File: config.mk
export PLATFORM = sky130hd
export DESIGN_NAME = sumador_multiciclo_flat
export DESIGN_NICKNAME = d
export VERILOG_FILES = /design/src/rtl/sumador_multiciclo_if.sv /design/src/rtl/sumador_multiciclo.sv /design/src/flat_wrapper.sv
export SDC_FILE = /design/constraint.sdc
export NUM_CORES = 1
export LEC_CHECK = 0
export ABC_AREA = 1
export BUFFER_PORTS_ARGS = -buffer_cell sky130_fd_sc_hd__buf_4
export CORE_AREA = 2 2 132 134
export DETAILED_ROUTE_END_ITERATION = 8
export DIE_AREA = 0 0 134 136
export HOLD_SLACK_MARGIN = 0.02
export PLACE_DENSITY_LB_ADDON = 0.3
export SLEW_MARGIN = 10
export SYNTH_ARGS = -nofsm -noshare
export SYNTH_HDL_FRONTEND = slang
export SYNTH_SLANG_ARGS = --single-unit
File: constraint.sdc
create_clock -name clk_i -period 2.9 [get_ports clk_i]
set_input_delay 0.145 -clock clk_i [delete_from_list [all_inputs] [get_ports clk_i]]
set_output_delay 0.145 -clock clk_i [all_outputs]
set_load 0.02 [all_outputs]
File: src/rtl/sumador_multiciclo_if.sv
// Request/response bus of the slice-serial adder: operand request in, result out.
interface sumador_multiciclo_if #(
   parameter int unsigned WIDTH = 32
);
   logic             valid_i;
   logic             ready_o;
   logic [WIDTH-1:0] data0_i;
   logic [WIDTH-1:0] data1_i;
   logic             carry_i;
   logic             sub_i;
   logic             valid_o;
   logic             ready_i;
   logic [WIDTH-1:0] result_o;
   logic             carry_o;
   logic             overflow_o;
   logic             zero_o;

   modport master (
      output valid_i, data0_i, data1_i, carry_i, sub_i, ready_i,
      input  ready_o, valid_o, result_o, carry_o, overflow_o, zero_o
   );

   modport slave (
      input  valid_i, data0_i, data1_i, carry_i, sub_i, ready_i,
      output ready_o, valid_o, result_o, carry_o, overflow_o, zero_o
   );
endinterface

File: src/rtl/sumador_multiciclo.sv
// Multi-cycle adder/subtractor: SLICE bits per clock, LSB slice first, N = WIDTH/SLICE cycles.
// Define SUMADOR_SATURACION_EN to clamp signed overflow instead of wrapping.
module sumador_multiciclo #(
   parameter int unsigned WIDTH = 32,
   parameter int unsigned SLICE = 8
) (
   input  logic                 clk_i,
   input  logic                 rst_ni,
   sumador_multiciclo_if.slave  bus
);
   localparam int unsigned N     = WIDTH / SLICE;
   localparam int unsigned IDX_W = (N > 1) ? $clog2(N) : 1;

   typedef enum logic [1:0] {IDLE, RUN, DONE} state_e;

   state_e             state_q,  state_d;
   logic [WIDTH-1:0]   a_q,      a_d;
   logic [WIDTH-1:0]   b_q,      b_d;
   logic [WIDTH-1:0]   acc_q,    acc_d;
   logic               carry_q,  carry_d;
   logic [IDX_W-1:0]   idx_q,    idx_d;
   logic               valid_q,  valid_d;
   logic [WIDTH-1:0]   result_q, result_d;
   logic               cout_q,   cout_d;
   logic               ovf_q,    ovf_d;
   logic               zero_q,   zero_d;

   logic               accept_c;
   logic               last_c;
   logic [SLICE:0]     slice_sum_c;
   logic [WIDTH-1:0]   acc_part_c;
   logic [WIDTH-1:0]   final_c;
   logic               ovf_c;

   assign bus.ready_o    = (state_q == IDLE) && rst_ni;
   assign bus.valid_o    = valid_q;
   assign bus.result_o   = result_q;
   assign bus.carry_o    = cout_q;
   assign bus.overflow_o = ovf_q;
   assign bus.zero_o     = zero_q;

   // Datapath for the slice selected by idx_q, plus the final flag/saturation logic.
   always_comb begin
      accept_c    = bus.ready_o && bus.valid_i;
      last_c      = (idx_q == IDX_W'(N - 1));
      slice_sum_c = {1'b0, a_q[idx_q*SLICE +: SLICE]} + {1'b0, b_q[idx_q*SLICE +: SLICE]}
                    + (SLICE+1)'(carry_q);
      acc_part_c  = acc_q;
      acc_part_c[idx_q*SLICE +: SLICE] = slice_sum_c[SLICE-1:0];
      ovf_c       = (a_q[WIDTH-1] == b_q[WIDTH-1]) && (acc_part_c[WIDTH-1] != a_q[WIDTH-1]);
      final_c     = acc_part_c;
`ifdef SUMADOR_SATURACION_EN
      if (ovf_c) begin
         final_c = a_q[WIDTH-1] ? {1'b1, {(WIDTH-1){1'b0}}} : {1'b0, {(WIDTH-1){1'b1}}};
      end
`endif
   end

   // Next-state and registered-output logic.
   always_comb begin
      state_d  = state_q;
      a_d      = a_q;
      b_d      = b_q;
      acc_d    = acc_q;
      carry_d  = carry_q;
      idx_d    = idx_q;
      valid_d  = valid_q;
      result_d = result_q;
      cout_d   = cout_q;
      ovf_d    = ovf_q;
      zero_d   = zero_q;

      unique case (state_q)
         IDLE: begin
            if (accept_c) begin
               a_d     = bus.data0_i;
               b_d     = bus.sub_i ? ~bus.data1_i : bus.data1_i;
               carry_d = bus.sub_i ? 1'b1 : bus.carry_i;
               acc_d   = '0;
               idx_d   = '0;
               state_d = RUN;
            end
         end
         RUN: begin
            acc_d   = acc_part_c;
            carry_d = slice_sum_c[SLICE];
            idx_d   = idx_q + IDX_W'(1);
            if (last_c) begin
               state_d  = DONE;
               valid_d  = 1'b1;
               result_d = final_c;
               cout_d   = slice_sum_c[SLICE];
               ovf_d    = ovf_c;
               zero_d   = (final_c == '0);
            end
         end
         DONE: begin
            if (bus.ready_i) begin
               state_d = IDLE;
               valid_d = 1'b0;
            end
         end
         default: state_d = IDLE;
      endcase
   end

   always_ff @(posedge clk_i) begin
      if (!rst_ni) begin
         state_q  <= IDLE;
         a_q      <= '0;
         b_q      <= '0;
         acc_q    <= '0;
         carry_q  <= 1'b0;
         idx_q    <= '0;
         valid_q  <= 1'b0;
         result_q <= '0;
         cout_q   <= 1'b0;
         ovf_q    <= 1'b0;
         zero_q   <= 1'b0;
      end else begin
         state_q  <= state_d;
         a_q      <= a_d;
         b_q      <= b_d;
         acc_q    <= acc_d;
         carry_q  <= carry_d;
         idx_q    <= idx_d;
         valid_q  <= valid_d;
         result_q <= result_d;
         cout_q   <= cout_d;
         ovf_q    <= ovf_d;
         zero_q   <= zero_d;
      end
   end
endmodule

File: src/flat_wrapper.sv
// flat-port wrapper written by rule: the top's interface ports become plain ports
module sumador_multiciclo_flat 
#(
   parameter int unsigned WIDTH = 32,
   parameter int unsigned SLICE = 8
)
  (clk_i, rst_ni, bus_valid_i, bus_data0_i, bus_data1_i, bus_carry_i, bus_sub_i, bus_ready_i, bus_ready_o, bus_valid_o, bus_result_o, bus_carry_o, bus_overflow_o, bus_zero_o);
  sumador_multiciclo_if #(.WIDTH(WIDTH)) bus_i ();
  input  logic clk_i;
  input  logic rst_ni;
  input wire logic [$bits(bus_i.valid_i)-1:0] bus_valid_i;
  input wire logic [$bits(bus_i.data0_i)-1:0] bus_data0_i;
  input wire logic [$bits(bus_i.data1_i)-1:0] bus_data1_i;
  input wire logic [$bits(bus_i.carry_i)-1:0] bus_carry_i;
  input wire logic [$bits(bus_i.sub_i)-1:0] bus_sub_i;
  input wire logic [$bits(bus_i.ready_i)-1:0] bus_ready_i;
  output wire logic [$bits(bus_i.ready_o)-1:0] bus_ready_o;
  output wire logic [$bits(bus_i.valid_o)-1:0] bus_valid_o;
  output wire logic [$bits(bus_i.result_o)-1:0] bus_result_o;
  output wire logic [$bits(bus_i.carry_o)-1:0] bus_carry_o;
  output wire logic [$bits(bus_i.overflow_o)-1:0] bus_overflow_o;
  output wire logic [$bits(bus_i.zero_o)-1:0] bus_zero_o;
  assign bus_i.valid_i = bus_valid_i;
  assign bus_i.data0_i = bus_data0_i;
  assign bus_i.data1_i = bus_data1_i;
  assign bus_i.carry_i = bus_carry_i;
  assign bus_i.sub_i = bus_sub_i;
  assign bus_i.ready_i = bus_ready_i;
  assign bus_ready_o = bus_i.ready_o;
  assign bus_valid_o = bus_i.valid_o;
  assign bus_result_o = bus_i.result_o;
  assign bus_carry_o = bus_i.carry_o;
  assign bus_overflow_o = bus_i.overflow_o;
  assign bus_zero_o = bus_i.zero_o;
  sumador_multiciclo #(.WIDTH(WIDTH), .SLICE(SLICE)) u_core (.clk_i(clk_i), .rst_ni(rst_ni), .bus(bus_i));
endmodule
==> metrics.cfg <==
[outcome]
status=completed

[route]
drt_drc_violations_left=0
finalWirelength_um=18410
avg_vias_per_cell=4.913
route.antenna.remaining_nets=0
drt-wirelength-per-cell_um=14.00
drt_first_iter_violations=513
dr_total_vias=6460
detail_route.first_pass.iterations=5

[pwr]
combPwrFrac_pct=22.2
power.ir.vdd_worst_uv=473.4
share_clk_of_total_power_pct=39.8
p_leak_nw=4.106
p_per_area_nw_per_um2=610.4
sequential_group_share_of_total_power_pct=38.0
net-switching-power_mw=1.576
share_of_total_power_consumed_by_net_switching_pct=29.07
internal-power_mw=3.844

[synthesis]
synth.area.mux_share_pct=0
post_synth_and_or_nand_nor_area_fraction_pct=26.14
yosys_most_used_dff=sky130_fd_sc_hd__dfxtp_1
synth-edff-count=0
yosys.area_share.xor_xnor_pct=4.259
mappedNetlistNets=1008
synth_compound_gate_area_share_pct=16.96
yosys_register_bits=137
yosys.area_share.adder_pct=3.080
warnings_synthesis=0
synthDistinctLibCells=37
main_combinational_cell_family_by_area_after_synthesis=simple AND/OR/NAND/NOR gates
synth.yosys.seq_area_share_pct=41.67
syn-instance-count=923
syn-cell-area_sq_um=6581
syn_avg_cell_area_sq_um=7.130
async_flop_share_pct=0

[critical_path]
worst-setup-path-type=reg -> reg
startpoint=u_core.idx_q[0]
cp-end-kind=register
cp_data_arrival_time_ns=3.12
timing.critical_path.fanout_max=18
cp.required_ns=3.19
cp-start-kind=register
worstReg2RegStart=u_core.idx_q[0]

[placed_design]
numPortBuffers=106
post-dp-hpwl_um=12680
post-place-cells=1231
gp_congestion=0.8986

[cts]
clk_latency_ns=0.42
worst_setup_hold_path_clk_slew_ns=0.06
cts.path.max_buffers=2
cts.root.buffer_cell=sky130_fd_sc_hd__clkbuf_16
cts_made_buffers=17
clock_sinks=137
cts_tree=yes
ctsHtreeMaxLevel=4

[timing]
final_max_slew_viol_count=0
hold_violations=0
worst_clock_skew_ns=0.006268
maxSlewHeadroom_pct=59.31
fmax_mhz=353.5
worst-slew-pin-transition_ns=0.6094
unrepaired_setup_endpoints_after_global_routing=true
timing.hold.ws_ns=0.02403
setup_viol=0
finalWorstPathRequiredPeriod_ns=2.829
final.period_utilization_pct=97.54

[global_routing]
globalRouteTotalUtil_pct=20.18
grt_start_max_net_pins=67
overflow=0
grt_first_pass_wirelength_um=29280
grt.busiest_layer=met2
groute.layer.met3.usage_pct=4.847
grt_antenna_before_repair=0
number_of_global_route_vias_before_repair=5950
grtUsageMet2_pct=34.16
grt_util_met1_pct=25.40

[die]
core-area_sq_um=16880
die_h_um=136
start_util_pct=39.00
die_boundary_width_um=134
rows=48
die-area_sq_um=18220
ioPinCount=107

[worst_hold_path]
hold_path.class=in -> reg
worstHoldStart=bus_data1_i[0]

[job]
maxCapViolations=0

[final_layout]
num-nets-final=1165
finish.cell_count_without_fillers=1315
final_cell_mix=sky130_fd_sc_hd__nand2_1, sky130_fd_sc_hd__buf_4, sky130_fd_sc_hd__dfxtp_1, sky130_fd_sc_hd__nand3_1, sky130_fd_sc_hd__o21ai_0
flow.area_growth_from_synthesis_pct=34.92
antenna_cells=0
final_common_cell=sky130_fd_sc_hd__nand2_1
share_of_post_route_cells_with_drive_strength_above_1_pct=19.54

-- area by class of cell --
cell class / count / area (sq um)
sequential: 137 / 2745
timing repair buffer: 194 / 1595
tap: 225 / 281.5
multi-input combinational: 653 / 3387
clock inverter: 9 / 125.1
fill: 1614 / 7996
clock buffer: 20 / 456.7
inverter: 77 / 289.0
-- stage by stage --
stage	setup slack, ns	setup TNS, ns	area (sq um)	utilization (%)	power (mW)
2_1_floorplan	0.02480	0	6590	-	2.795
3_3_place_gp	0.1055	0	7696	45.60	3.188
3_5_place_dp	0.09408	0	7696	45.60	3.194
4_1_cts	0.07100	0	8778	52.02	5.399
5_1_grt	-0.03029	-0.03029	8880	52.62	5.671
6_report	0.07133	0	8880	52.62	5.420
-- worst max-delay path, stage by stage, from the launching register on --
cell                      delay, ns
sky130_fd_sc_hd__dfxtp_2       0.34
sky130_fd_sc_hd__buf_12        0.15
sky130_fd_sc_hd__o21ai_1       0.13
sky130_fd_sc_hd__o22ai_1       0.11
sky130_fd_sc_hd__fa_2          0.41
sky130_fd_sc_hd__fa_2          0.68
sky130_fd_sc_hd__nand3_2       0.12
sky130_fd_sc_hd__o21ai_1       0.24
sky130_fd_sc_hd__nor2_1        0.08
sky130_fd_sc_hd__nand3_1       0.07
sky130_fd_sc_hd__nor2_1        0.05
sky130_fd_sc_hd__nand2_1       0.07
sky130_fd_sc_hd__nor2_2        0.04
sky130_fd_sc_hd__nand3_1       0.07
sky130_fd_sc_hd__nor2_1        0.04
sky130_fd_sc_hd__nand2_1       0.06
sky130_fd_sc_hd__a21oi_1       0.05
-- state kept, by name, indices dropped and copies added, names as in the netlist --
register,flops
u_core.a_q,32
u_core.acc_q,32
u_core.b_q,32
u_core.bus.carry_o,1
u_core.bus.overflow_o,1
u_core.bus.result_o,32
u_core.bus.valid_o,1
u_core.bus.zero_o,1
u_core.carry_q,1
u_core.idx_q,2
u_core.state_q,2
-- cell usage after synthesis (4+ instances only) --
library cell / n / area share, %
sky130_fd_sc_hd__inv_2: 9 / 0.51
sky130_fd_sc_hd__a21oi_1: 49 / 3.7
sky130_fd_sc_hd__ha_1: 13 / 2.5
sky130_fd_sc_hd__nor2_1: 78 / 4.4
sky130_fd_sc_hd__clkbuf_1: 27 / 1.5
sky130_fd_sc_hd__buf_2: 10 / 0.76
sky130_fd_sc_hd__o21ai_0: 79 / 6.0
sky130_fd_sc_hd__inv_1: 66 / 3.8
sky130_fd_sc_hd__o21a_1: 7 / 0.80
sky130_fd_sc_hd__xor2_1: 10 / 1.3
sky130_fd_sc_hd__nand3_1: 80 / 6.1
sky130_fd_sc_hd__dfxtp_1: 137 / 42
sky130_fd_sc_hd__nand2_1: 230 / 13
sky130_fd_sc_hd__o21bai_1: 16 / 1.8
sky130_fd_sc_hd__o21ai_1: 5 / 0.38
sky130_fd_sc_hd__o211ai_1: 13 / 1.5
sky130_fd_sc_hd__nand4_1: 10 / 0.95
sky130_fd_sc_hd__nand2_2: 4 / 0.38
sky130_fd_sc_hd__o22ai_1: 16 / 1.5
sky130_fd_sc_hd__xnor2_1: 22 / 2.9
sky130_fd_sc_hd__buf_1: 17 / 0.97
-- power groups by stage --
stage | Combinational (mW) | Clock [mW] | Sequential (mW)
floorplan | 0.722 | 0 | 2.07
global placement | 1.09 | 0 | 2.10
detailed placement | 1.10 | 0 | 2.10
CTS | 1.16 | 2.19 | 2.06
global route | 1.34 | 2.26 | 2.07
finish | 1.21 | 2.16 | 2.06
-- worst paths after layout --
check	to	depth (start not counted)	slack [ns]
worst max-delay path	u_core.bus.zero_o	16	0.07
worst min-delay path	u_core.b_q[0]	3	0.02
worst max register to register	u_core.bus.zero_o	16	0.07
worst min register to register	u_core.b_q[10]	2	0.46
-- repair_timing --
item                                    CTS  global route
resized for setup                         0            23
hold buffers                             50             0
endpoints found under the setup margin    0             3
endpoints found under the hold margin    50             0
setup buffers                             0             4
-- logic make-up (layout without fill, tap and decap cells) --
logic type / Yosys count / after routing
AO/OA/AOI/OAI: 195 / 195
XOR/XNOR: 32 / 32
adder cells (fa/ha/maj): 15 / 15
buffers and inverters: 133 / 300
flip-flops: 137 / 137
AND/OR/NAND/NOR: 411 / 411
-- layer usage --
layer | vias to the layer above | wire length, um
met5 | - | 0
li1 | 3331 | -
met1 | 2935 | 8328
met4 | 0 | 279
met3 | 26 | 895
met2 | 168 | 8908
Power figures use the tool's default switching activity.
